==> config.mk <==
export PLATFORM = sky130hd
export DESIGN_NAME = ram_copier_flat
export DESIGN_NICKNAME = d
export VERILOG_FILES = /design/src/rtl/ram_copier_if.sv /design/src/rtl/ram_copier.sv /design/src/flat_wrapper.sv
export SDC_FILE = /design/constraint.sdc
export NUM_CORES = 1
export LEC_CHECK = 0
export BUFFER_PORTS_ARGS = -buffer_cell sky130_fd_sc_hd__buf_4
export CORE_MARGIN = 3
export CORE_UTILIZATION = 40
export DETAILED_ROUTE_END_ITERATION = 10
export PLACE_DENSITY = 0.62
export SYNTH_ARGS = -nofsm -noshare
export SYNTH_HDL_FRONTEND = slang
export SYNTH_SLANG_ARGS = --single-unit
==> constraint.sdc <==
create_clock -name clk -period 3.45 [get_ports clk]
set_clock_uncertainty 0.1 [all_clocks]
set_input_delay 0.69 -clock clk [delete_from_list [all_inputs] [get_ports clk]]
set_output_delay 0.69 -clock clk [all_outputs]
set_load 0.05 [all_outputs]
==> src/rtl/ram_copier_if.sv <==
// Bundle of the copier's control handshake and its single memory port.
// master = copier side, slave = the environment (controller plus memory).
interface ram_copier_if;
   localparam int unsigned AW = 9;
   localparam int unsigned DW = 16;
   localparam int unsigned LW = 10;

   logic          start;
   logic [AW-1:0] src;
   logic [AW-1:0] dst;
   logic [LW-1:0] len;
   logic          busy;
   logic          done;
   logic [AW-1:0] mem_address;
   logic [DW-1:0] mem_in;
   logic          mem_load;
   logic [DW-1:0] mem_out;

   modport master (
      input  start, src, dst, len, mem_out,
      output busy, done, mem_address, mem_in, mem_load
   );

   modport slave (
      output start, src, dst, len, mem_out,
      input  busy, done, mem_address, mem_in, mem_load
   );
endinterface

==> src/rtl/ram_copier.sv <==
// Copies up to 512 words inside a 512x16 memory, one read and one write per word,
// ascending addresses with wrap-around and no overlap detection.
module ram_copier (
   input logic          clk,
   input logic          reset,
   ram_copier_if.master cp_io
);
   localparam int unsigned AW = 9;
   localparam int unsigned DW = 16;
   localparam int unsigned LW = 10;
   localparam logic [LW-1:0] MAX_LEN = LW'(512);

   typedef enum logic [1:0] {ST_IDLE, ST_READ, ST_WRITE, ST_DONE} state_e;

   state_e        state_q, state_d;
   logic [AW-1:0] src_q, src_d;
   logic [AW-1:0] dst_q, dst_d;
   logic [LW-1:0] rem_q, rem_d;
   logic [DW-1:0] data_q, data_d;

   logic [LW-1:0] eff_len;
   logic [LW-1:0] rem_dec;

   // Lengths beyond the memory size saturate to a full-memory copy.
   assign eff_len = (cp_io.len > MAX_LEN) ? MAX_LEN : cp_io.len;
   assign rem_dec = rem_q - LW'(1);

   always_ff @(posedge clk) begin
      if (reset) begin
         state_q <= ST_IDLE;
         src_q   <= '0;
         dst_q   <= '0;
         rem_q   <= '0;
         data_q  <= '0;
      end else begin
         state_q <= state_d;
         src_q   <= src_d;
         dst_q   <= dst_d;
         rem_q   <= rem_d;
         data_q  <= data_d;
      end
   end

   // Memory port signals decode from the current state, so a write in flight
   // when reset is sampled still lands on that edge.
   always_comb begin
      state_d           = state_q;
      src_d             = src_q;
      dst_d             = dst_q;
      rem_d             = rem_q;
      data_d            = data_q;
      cp_io.busy        = 1'b0;
      cp_io.done        = 1'b0;
      cp_io.mem_address = '0;
      cp_io.mem_in      = data_q;
      cp_io.mem_load    = 1'b0;

      unique case (state_q)
         ST_IDLE, ST_DONE: begin
            cp_io.done = (state_q == ST_DONE);
            if (cp_io.start) begin
               src_d   = cp_io.src;
               dst_d   = cp_io.dst;
               rem_d   = eff_len;
               state_d = (eff_len != '0) ? ST_READ : ST_DONE;
            end else begin
               state_d = ST_IDLE;
            end
         end
         ST_READ: begin
            cp_io.busy        = 1'b1;
            cp_io.mem_address = src_q;
            data_d            = cp_io.mem_out;
            state_d           = ST_WRITE;
         end
         ST_WRITE: begin
            cp_io.busy        = 1'b1;
            cp_io.mem_address = dst_q;
            cp_io.mem_load    = 1'b1;
            src_d             = src_q + AW'(1);
            dst_d             = dst_q + AW'(1);
            rem_d             = rem_dec;
            state_d           = (rem_dec != '0) ? ST_READ : ST_DONE;
         end
         default: state_d = ST_IDLE;
      endcase
   end
endmodule

==> src/flat_wrapper.sv <==
// flat-port wrapper written by rule: the top's interface ports become plain ports
module ram_copier_flat 
  (clk, reset, cp_io_start, cp_io_src, cp_io_dst, cp_io_len, cp_io_mem_out, cp_io_busy, cp_io_done, cp_io_mem_address, cp_io_mem_in, cp_io_mem_load);
  ram_copier_if cp_io_i ();
  input logic clk;
  input logic reset;
  input wire logic [$bits(cp_io_i.start)-1:0] cp_io_start;
  input wire logic [$bits(cp_io_i.src)-1:0] cp_io_src;
  input wire logic [$bits(cp_io_i.dst)-1:0] cp_io_dst;
  input wire logic [$bits(cp_io_i.len)-1:0] cp_io_len;
  input wire logic [$bits(cp_io_i.mem_out)-1:0] cp_io_mem_out;
  output wire logic [$bits(cp_io_i.busy)-1:0] cp_io_busy;
  output wire logic [$bits(cp_io_i.done)-1:0] cp_io_done;
  output wire logic [$bits(cp_io_i.mem_address)-1:0] cp_io_mem_address;
  output wire logic [$bits(cp_io_i.mem_in)-1:0] cp_io_mem_in;
  output wire logic [$bits(cp_io_i.mem_load)-1:0] cp_io_mem_load;
  assign cp_io_i.start = cp_io_start;
  assign cp_io_i.src = cp_io_src;
  assign cp_io_i.dst = cp_io_dst;
  assign cp_io_i.len = cp_io_len;
  assign cp_io_i.mem_out = cp_io_mem_out;
  assign cp_io_busy = cp_io_i.busy;
  assign cp_io_done = cp_io_i.done;
  assign cp_io_mem_address = cp_io_i.mem_address;
  assign cp_io_mem_in = cp_io_i.mem_in;
  assign cp_io_mem_load = cp_io_i.mem_load;
  ram_copier u_core (.clk(clk), .reset(reset), .cp_io(cp_io_i));
endmodule
==> summary.md <==
| Metric | Value |
|---|---|
| CTS Buf Count | 5 |
| Diode count | 0 |
| Worst setup EP type | primary output |
| Die height | 87.34 um |
| Worst hold-check path type | register to register |
| Via density | 5.694 |
| GPL Wtd Cong | 0.8566 |
| Synth top cells by count | dfxtp_1, nor2_1, a21oi_1 |
| Clk buf depth | 2 |
| Register area | 920.9 um^2 |
| Leakage | 0.001313 uW |
| Share of the synthesized area in the top cell type | 34.80% |
| Vias in the first global route | 2450 |
| Unique cell type count in the Yosys netlist | 50 |
| Peak supply drop | 205.7 uV |
| Vias | 2682 |
| Iteration-0 DRC Markers | 105 |
| Number of setup violations in the final report | 0 |
| Top post-synthesis cells by area | dfxtp_1, mux2i_1, nor2_1 |
| RSZ-0062 raised after global routing | no |
| Synth warn | 0 |
| Worst Path Required | 2.66 ns |
| Startpoint types | register |
| Sequential power share | 49.1% |
| Fin crit share | 80.06% |
| TritonRoute pass-1 iters | 4 |
| Quantity of gates resized following cts | 0 |
| Grt total ovfl | 0 |
| Clock network power share | 27.2% |
| Setup tns final | 0 ns |
| Synth Area in XOR/XNOR | 0.9929% |
| CTS tree | yes |
| Leading area contributor after synthesis | dfxtp_1 |
| Mapped Cells | 333 |
| Clock Pin Slew Worst Setup and Hold Paths | 0.09 ns |
| FMAX | 362.0 MHz |
| CP Data Arrival Time | 1.97 ns |
| Worst slew margin | 50.72% |
| Most frequent cell after synthesis | dfxtp_1 |
| Filler cells | 619 |
| Primary FF master, synth | dfxtp_1 |
| Compound-Gate Fraction of Synth Area | 23.69% |
| Cell Area, Synth | 2646 um^2 |
| Main combinational cell family by area after synthesis | simple AND/OR/NAND/NOR gates |
| Multiplexer share of the synthesized area | 7.612% |
| Crit path kind | register to primary output |
| Starting density of the core | 41.44% |
| Largest net degree at the start of global routing | 45 |
| Async SR Flop Fraction | 0% |
| Worst-margin pin slew | 0.7186 ns |
| Syn_nets | 387 |
| Seq/Total Area, Yosys | 34.80% |
| Site Rows | 29 |
| Drt total wl | 7.233 mm |
| Hold Buf Count CTS | 0 |
| First-pass GRT wire length | 11.87 mm |
| Initial antenna violation count | 0 |
| Clk Latency, worst-skew pair | 0.29 ns |
| Gate power share | 23.8% |
| Sw frac | 32.12% |
| CP Max Fanout | 33 |
| Worst hold slack | 0.4059 ns |
| Post-Synth Adder-Cell Area | 3.310% |
| Area of the multi-input gates | 1587 um^2 |
| Register bit count reported by yosys | 46 |
| Residual DRC | 0 |
| Core area | 6386 um^2 |
| Outcome | complete, no violations |
| HPWL Detailed | 5.049 mm |
| Post-synth EDFFs | 0 |
| Synth Area per Inst | 7.947 um^2 |
| Port bufs | 74 |
| WL/cell | 15.36 um |
| NumNets Final | 447 |
| Sink Count | 46 |
| Pwr dens | 371.6 nW/um^2 |
| I/O Pins | 75 |
| Ratio of cells with drive above 1 in the final layout | 23.86% |
| Post-CTS Setup Bufs | 0 |
| Int Pwr | 837.0 uW |
| Layout area overhead | 25.39% |
| Crit path time final | 2.762 ns |
| Final Max Tran Viols | 0 |
| Die ar. | 7627 um^2 |
| MaxCap Viol Count | 0 |
| Psw | 396.0 uW |
| Antenna Nets Post-Route | 0 |
| Die width | 87.34 um |
| CTS Root Cell | clkbuf_8 |
| Simple-gate area share of the yosys netlist | 24.26% |
| Gr usage total | 19.11% |
| Depth of the CTS H-tree | 2 |
| Final Hold Fails | 0 |
## power by group through the flow
| stage | clock (uW) | combinational (uW) | sequential [uW] |
|---|---|---|---|
| after global placement | 0 | 290 | 616 |
| after floorplan | 0 | 171 | 635 |
| after detailed placement | 0 | 294 | 617 |
| after global routing | 367 | 322 | 612 |
| after CTS | 345 | 294 | 605 |
| final | 335 | 293 | 605 |
## cell type report
type	instances	share of cell area, %
Multi-Input combinational cell	254	47.81
Sequential cell	46	27.75
Clock inverter	2	0.4148
Inverter	8	0.9050
Tap cell	77	2.903
Timing Repair Buffer	78	18.02
Clock buffer	6	2.187
## per-stage QoR
stage	utilization, %	cells	area (um^2)	total power [uW]	worst slack [ns]
global placement	50.61	463	3232	906.4	0.9651
global route	51.96	471	3318	1301	0.5157
finish	51.96	471	3318	1233	0.6878
CTS	51.96	471	3318	1245	0.6731
detailed placement	50.61	463	3232	910.0	0.8963
floorplan	-	333	2646	806.8	0.2678
## sequential cells by signal (all words and copies together), names as in the netlist
register and flops:
u_core.dst_q 9, u_core.state_q 2, u_core.cp_io.mem_in 16, u_core.src_q 9, u_core.rem_q 10
## metal layers
| layer | vias up | wire (um) | global-route usage (%) | part of all wire (%) |
|---|---|---|---|---|
| li1 | 1333 | - | - | - |
| met1 | 1257 | 3336 | 26.86 | 46 |
| met2 | 90 | 3301 | 29.73 | 46 |
| met3 | 2 | 563 | 4.541 | 7.8 |
| met4 | 0 | 31 | 4.045 | 0.43 |
| met5 | - | 0 | 0 | 0 |
## worst paths after layout
kind         cells past startpoint                             endpoint                                start  slack, ns
max                              6                 cp_io_mem_address[5]         u_core.state_q[0]$_SDFF_PP0_       0.69
min reg2reg                      2  u_core.cp_io.mem_in[6]$_SDFFE_PP0P_  u_core.cp_io.mem_in[6]$_SDFFE_PP0P_       0.41
max reg2reg                      6         u_core.dst_q[6]$_SDFFE_PP0P_         u_core.state_q[0]$_SDFF_PP0_       0.82
min                              2  u_core.cp_io.mem_in[6]$_SDFFE_PP0P_  u_core.cp_io.mem_in[6]$_SDFFE_PP0P_       0.41
## layout by cell type (no fill, tap or decap), types with 2 or more instances in the layout
cell,Yosys,layout
a21oi_1,25,25
o221a_2,2,2
o22ai_1,3,3
o21a_1,5,5
a221oi_1,2,2
a22oi_1,10,10
a31oi_1,2,2
nor2_1,44,44
ha_1,7,6
buf_4,0,77
inv_1,7,7
nor3_1,11,11
mux2i_1,19,19
nand4_1,4,4
a211oi_1,9,9
nor4_1,8,8
nand2b_1,4,4
dfxtp_1,46,46
o2bb2ai_1,3,3
a311oi_1,2,2
o21ai_0,22,22
or3_1,4,4
nand3_1,8,8
clkbuf_8,0,5
nand2_1,24,24
nor3b_1,3,3
a21o_1,3,3
nor2b_1,8,8
xor2_1,2,2
o31ai_1,3,3
## cell families after synthesis
family	Yosys count
flops	46
buf+inv	33
fa+ha+maj	7
compound gates	96
xor+xnor	3
simple gates	128
mux	20
## critical path: stages, from the launching register on
cell	delay, ns
dfxtp_1	0.34
inv_1	0.06
ha_2	0.59
buf_12	0.26
a22oi_1	0.08
nor2_1	0.13
buf_4	0.21
No activity file was read; power rests on OpenSTA's default activity.
